==> src/rtl/pipe_control_unit.sv <==
// pipe_control_unit: ID decode, load-use stall detection and control bundle pipeline through EX/MEM/WB
module pipe_control_unit #(
  parameter int ALUOP_W   = 2,
  parameter int REG_AW    = 5,
  parameter int CNT_W     = 16,
  parameter bit BRANCH_EN = 1'b1
) (
  input  logic               clk_i,
  input  logic               rst_i,
  input  logic [6:0]         Op_i,
  input  logic [REG_AW-1:0]  rs1_i,
  input  logic [REG_AW-1:0]  rs2_i,
  input  logic [REG_AW-1:0]  rd_i,
  input  logic               valid_i,
  input  logic               flush_i,
  output logic               Branch_o,
  output logic               stall_o,
  output logic [ALUOP_W-1:0] ALUOp_o,
  output logic               ALUSrc_o,
  output logic               MemRead_o,
  output logic               MemWrite_o,
  output logic               RegWrite_o,
  output logic               MemToReg_o,
  output logic [REG_AW-1:0]  ex_rd_o,
  output logic [REG_AW-1:0]  mem_rd_o,
  output logic [REG_AW-1:0]  wb_rd_o,
  output logic               illegal_o,
  output logic [CNT_W-1:0]   stall_cnt_o,
  output logic [CNT_W-1:0]   illegal_cnt_o
);
  logic               w_r, w_i, w_ld, w_st, w_br, w_legal, w_uses_rs2, w_load, w_regwrite;
  logic [ALUOP_W-1:0] w_aluop;
  logic [REG_AW-1:0]  w_rd;
  logic [ALUOP_W-1:0] r_ex_aluop;
  logic               r_ex_alusrc, r_ex_memread, r_ex_memwrite, r_ex_regwrite, r_ex_memtoreg, r_ex_illegal;
  logic [REG_AW-1:0]  r_ex_rd, r_mem_rd, r_wb_rd;
  logic               r_mem_memread, r_mem_memwrite, r_mem_regwrite, r_mem_memtoreg;
  logic               r_wb_regwrite, r_wb_memtoreg;
  logic [CNT_W-1:0]   r_stall_cnt, r_illegal_cnt;
  assign w_r        = Op_i == 7'b0110011;
  assign w_i        = Op_i == 7'b0010011;
  assign w_ld       = Op_i == 7'b0000011;
  assign w_st       = Op_i == 7'b0100011;
  assign w_br       = BRANCH_EN && (Op_i == 7'b1100011);
  assign w_legal    = w_r | w_i | w_ld | w_st | w_br;
  assign w_regwrite = w_r | w_i | w_ld;
  assign w_uses_rs2 = w_r | w_st | w_br;
  assign w_aluop    = w_br ? ALUOP_W'(3) : w_st ? ALUOP_W'(2) : (w_i | w_ld) ? ALUOP_W'(1) : '0;
  assign w_rd       = w_regwrite ? rd_i : '0;
  assign Branch_o   = valid_i & w_br;
  assign stall_o    = valid_i & r_ex_memread & (r_ex_rd != '0) &
                      ((r_ex_rd == rs1_i) | (w_uses_rs2 & (r_ex_rd == rs2_i)));
  assign w_load     = valid_i & ~stall_o & ~flush_i;
  always_ff @(posedge clk_i or posedge rst_i) begin
    if (rst_i) begin
      r_ex_aluop     <= '0;
      r_ex_alusrc    <= 1'b0;
      r_ex_memread   <= 1'b0;
      r_ex_memwrite  <= 1'b0;
      r_ex_regwrite  <= 1'b0;
      r_ex_memtoreg  <= 1'b0;
      r_ex_illegal   <= 1'b0;
      r_ex_rd        <= '0;
      r_mem_memread  <= 1'b0;
      r_mem_memwrite <= 1'b0;
      r_mem_regwrite <= 1'b0;
      r_mem_memtoreg <= 1'b0;
      r_mem_rd       <= '0;
      r_wb_regwrite  <= 1'b0;
      r_wb_memtoreg  <= 1'b0;
      r_wb_rd        <= '0;
      r_stall_cnt    <= '0;
      r_illegal_cnt  <= '0;
    end else begin
      r_ex_aluop     <= w_load ? w_aluop : '0;
      r_ex_alusrc    <= w_load & (w_i | w_ld | w_st);
      r_ex_memread   <= w_load & w_ld;
      r_ex_memwrite  <= w_load & w_st;
      r_ex_regwrite  <= w_load & w_regwrite;
      r_ex_memtoreg  <= w_load & w_ld;
      r_ex_illegal   <= w_load & ~w_legal;
      r_ex_rd        <= w_load ? w_rd : '0;
      r_mem_memread  <= r_ex_memread;
      r_mem_memwrite <= r_ex_memwrite;
      r_mem_regwrite <= r_ex_regwrite;
      r_mem_memtoreg <= r_ex_memtoreg;
      r_mem_rd       <= r_ex_rd;
      r_wb_regwrite  <= r_mem_regwrite;
      r_wb_memtoreg  <= r_mem_memtoreg;
      r_wb_rd        <= r_mem_rd;
      if (stall_o && !flush_i && !(&r_stall_cnt)) r_stall_cnt <= r_stall_cnt + CNT_W'(1);
      if (w_load && !w_legal && !(&r_illegal_cnt)) r_illegal_cnt <= r_illegal_cnt + CNT_W'(1);
    end
  end
  assign ALUOp_o       = r_ex_aluop;
  assign ALUSrc_o      = r_ex_alusrc;
  assign illegal_o     = r_ex_illegal;
  assign ex_rd_o       = r_ex_rd;
  assign MemRead_o     = r_mem_memread;
  assign MemWrite_o    = r_mem_memwrite;
  assign mem_rd_o      = r_mem_rd;
  assign RegWrite_o    = r_wb_regwrite;
  assign MemToReg_o    = r_wb_memtoreg;
  assign wb_rd_o       = r_wb_rd;
  assign stall_cnt_o   = r_stall_cnt;
  assign illegal_cnt_o = r_illegal_cnt;
endmodule

==> config.mk <==
export PLATFORM = sky130hd
export DESIGN_NAME = pipe_control_unit
export DESIGN_NICKNAME = d
export VERILOG_FILES = /design/src/rtl/pipe_control_unit.sv
export SDC_FILE = /design/constraint.sdc
export NUM_CORES = 1
export LEC_CHECK = 0
export ABC_AREA = 0
export BUFFER_PORTS_ARGS = -buffer_cell sky130_fd_sc_hd__buf_2
export CAP_MARGIN = 10
export CORE_ASPECT_RATIO = 0.9
export CORE_MARGIN = 1.5
export CORE_UTILIZATION = 54
export CTS_CLUSTER_DIAMETER = 50
export DETAILED_ROUTE_END_ITERATION = 8
export HOLD_SLACK_MARGIN = 0.06
export PLACE_DENSITY_LB_ADDON = 0.3
export SLEW_MARGIN = 20
export SYNTH_ARGS = -nofsm -noshare
export SYNTH_HDL_FRONTEND = slang
export SYNTH_SLANG_ARGS = --single-unit
==> constraint.sdc <==
create_clock -name clk_i -period 5.8 [get_ports clk_i]
set_input_delay 0.58 -clock clk_i [delete_from_list [all_inputs] [get_ports clk_i]]
set_output_delay 0.58 -clock clk_i [all_outputs]
set_load 0.01 [all_outputs]
==> flow_summary_export.csv <==
group,metric,value,unit
critical_path,start_kind,"flop",
global_routing,grt_max_degree,60,
drt,num_vias,1854,
floorplanning,die_area,5025,sq um
drt,antenna_left,0,
finish,layout.nets,319,
job,cap_violations,0,
sta,fin_ws,3.292,ns
clock_network,hold_buffers,0,
drt,drc,0,
critical_path,r2r-start,"stall_cnt_o[0]$_DFFE_PP0P_",
sta,maxSlewViolCount,0,
sta,slew_headroom,45.85,%
sta,fmax,398.8,MHz
logic_synthesis,seq_area_frac_synth,59.33,%
finish,antenna_cells,0,
logic_synthesis,synth_nets,230,
global_routing,grtUsageTotal,20.82,%
logic_synthesis,synth_warnings,0,
logic_synthesis,synthTopCellsByArea,"dfrtp_1 59%, xnor2_1 9.2%, xor2_1 4.6%, and3_1 4.5%, nand4_1 2.8%",
critical_path,path_max_fanout,16,
placement,io_buffers,82,
clock_network,clk_pin_slew_worst_paths,0.06,ns
drt,drt-total-wl,4.814,mm
sta,max_slew.worst_pin.slew,0.8063,ns
logic_synthesis,syn_area,2489,sq um
finish,nFillCells,360,
logic_synthesis,synth.largest_area_cell,"dfrtp_1",
sta,fin_setup_tns,0,ns
critical_path,critPathCaptureType,"flop",
drt,post_drt_wl_per_cell,13.60,um
floorplanning,chipHeight,67.40,um
clock_network,post_cts_buffers,0,
clock_network,clockBufferDepth,2,
hold_path,hp-class,"flop to flop",
placement,preCtsSetupSlack,3.066,ns
clock_network,htree_levels,3,
global_routing,grt_pass1_wl,7.845,mm
pwr,leakage,1.694,nW
critical_path,cp.required,5.99,ns
critical_path,arrival,2.70,ns
clock_network,cts_resized,0,
logic_synthesis,synth_ff_type,"dfrtp_1",
placement,dp_hpwl,3.516,mm
global_routing,antenna_found_initial,0,
logic_synthesis,synth_edf_count,0,
floorplanning,core_area,4432,sq um
sta,fin_crit_sh,43.23,%
pwr,vdd_drop_max,0.1804,mV
logic_synthesis,postSynthAreaPerCell,12.32,sq um
sta,skew,0.005190,ns
clock_network,clock_sinks,59,
clock_network,clock_latency,0.31,ns
sta,holdWs,0.3443,ns
sta,grt_setup_unrepaired,"false",
drt,drt_iter0_markers,93,
sta,setup_viol,0,
floorplanning,rows,23,
logic_synthesis,ys_ff_latch,59,
placement,gp_congestion,0.7790,
sta,final-hold-violation-count,0,
sta,period_minus_slack,2.508,ns
logic_synthesis,synthCells,202,
logic_synthesis,synth_top_area_share,59.33,%
pwr,power.density,274.4,nW/um^2
clock_network,cts_made_buffers,9,
floorplanning,start_util,56.15,%
critical_path,startpoint,"stall_cnt_o[0]$_DFFE_PP0P_",
drt,dr.pass1.iters,4,
global_routing,grt_pass1_vias,1755,
global_routing,overflow,0,
logic_synthesis,async_flop_share,100.0,%
floorplanning,die_w,74.56,um
clock_network,cts-root-buf,"clkbuf_8",
logic_synthesis,synth.distinct_cells,37,
critical_path,worst-setup-path-type,"flop to flop",
floorplanning,ios,83,
clock_network,tritoncts,"yes",
finish,drive_gt1_share,35.96,%
hold_path,min_from,"r_ex_memwrite$_DFF_PP0_",
finish,area_growth,24.74,%
outcome,status,"completed",
drt,vias_per_cell,5.237,
## routing by layer
layer	vias up	GRT usage (%)	routed length [um]
li1	879	-	-
met1	912	28.32	2150
met2	55	32.25	2344
met3	8	5.373	256
met4	0	7.955	63
met5	-	0	0
## report_power, final
| group | total [mW] | internal (mW) | switching, mW | leakage [nW] |
|---|---|---|---|---|
| clock network | 0.300 | 0.169 | 0.131 | 0.0803 |
| logic | 0.0945 | 0.0459 | 0.0485 | 0.802 |
| registers | 0.458 | 0.433 | 0.0245 | 0.812 |
| total | 0.852 | 0.648 | 0.204 | 1.69 |
## area by class of cell
| type | instances | area (sq um) | area share [%] |
|---|---|---|---|
| multi-input cells | 135 | 965.9 | 31.12 |
| repair buffers | 83 | 417.9 | 13.46 |
| inverters | 3 | 11.26 | 0.3628 |
| flip-flops and latches | 59 | 1476 | 47.56 |
| clock buffers | 12 | 155.1 | 4.998 |
| well taps | 62 | 77.57 | 2.499 |
## placed cells by master (no fill, tap or decap), drive strengths merged, types with 2 or more instances in the layout
master,n
inv,3
buf,83
xnor2,26
ha,2
a21oi,2
xor2,13
nand4,11
nor2,6
mux2,2
nand2b,2
dfrtp,59
and3,18
clkbuf,12
and2,2
nand3,13
nor3,6
nand2,11
and4,2
nor4,5
## registers in the layout, summed over array words and instances, names as in the netlist
signal and count:
ex_rd_o 5, r_ex_memtoreg 1, illegal_o 1, illegal_cnt_o 16, MemRead_o 1, stall_cnt_o 16
wb_rd_o 5, RegWrite_o 1, r_ex_memwrite 1, r_mem_regwrite 1, mem_rd_o 5, ALUSrc_o 1
ALUOp_o 2, r_ex_regwrite 1, MemWrite_o 1, MemToReg_o 1
## path summary, 6_finish.rpt
path                                                    end  slack (ns)  cells after the start
worst max register to register  stall_cnt_o[15]$_DFFE_PP0P_        3.29                      7
worst min register to register         MemWrite_o$_DFF_PP0_        0.34                      0
worst min-delay path                   MemWrite_o$_DFF_PP0_        0.34                      0
worst max-delay path            stall_cnt_o[15]$_DFFE_PP0P_        3.29                      7
min in group asynchronous              wb_rd_o[0]$_DFF_PP0_        0.46                      3
max in group asynchronous              ALUOp_o[0]$_DFF_PP0_        4.89                      3
## per-stage QoR
step                area (sq um)  util [%]  instances  power, mW
global placement            2949     66.54        342     0.5575
detailed placement          2949     66.54        342     0.5601
floorplan                   2489         -        202     0.5187
global route                3104     70.05        354     0.8932
finish                      3104     70.05        354     0.8517
CTS                         3104     70.05        354     0.8643
## synth_stat cells (all sizes together) (2+ instances only)
cell type   n
nor4        5
and4        2
nor2        6
inv         3
nand2b      2
nand3      13
mux2        2
a21oi       2
and3       18
nand4      11
buf         3
dfrtp      59
and2        2
ha          2
xor2       13
xnor2      26
nor3        6
nand2      11
clkbuf      2
## cells by family after synthesis
logic type	count (synthesis)	synth area share (%)
buffers and inverters	8	1.860
multiplexers	2	0.9049
adder cells (fa/ha/maj)	2	1.005
AO/OA/AOI/OAI	9	3.168
XOR/XNOR	39	13.73
flip-flops	59	59.33
AND/OR/NAND/NOR	83	20.01
## critical path, stage by stage, from the launching register on
cell     delay [ns]
dfrtp_1        0.44
ha_1           0.24
and3_1         0.24
and4_1         0.23
and3_1         0.20
nor4_4         0.61
nand4_1        0.24
xnor2_1        0.19
(Power assumes the default switching activity.)
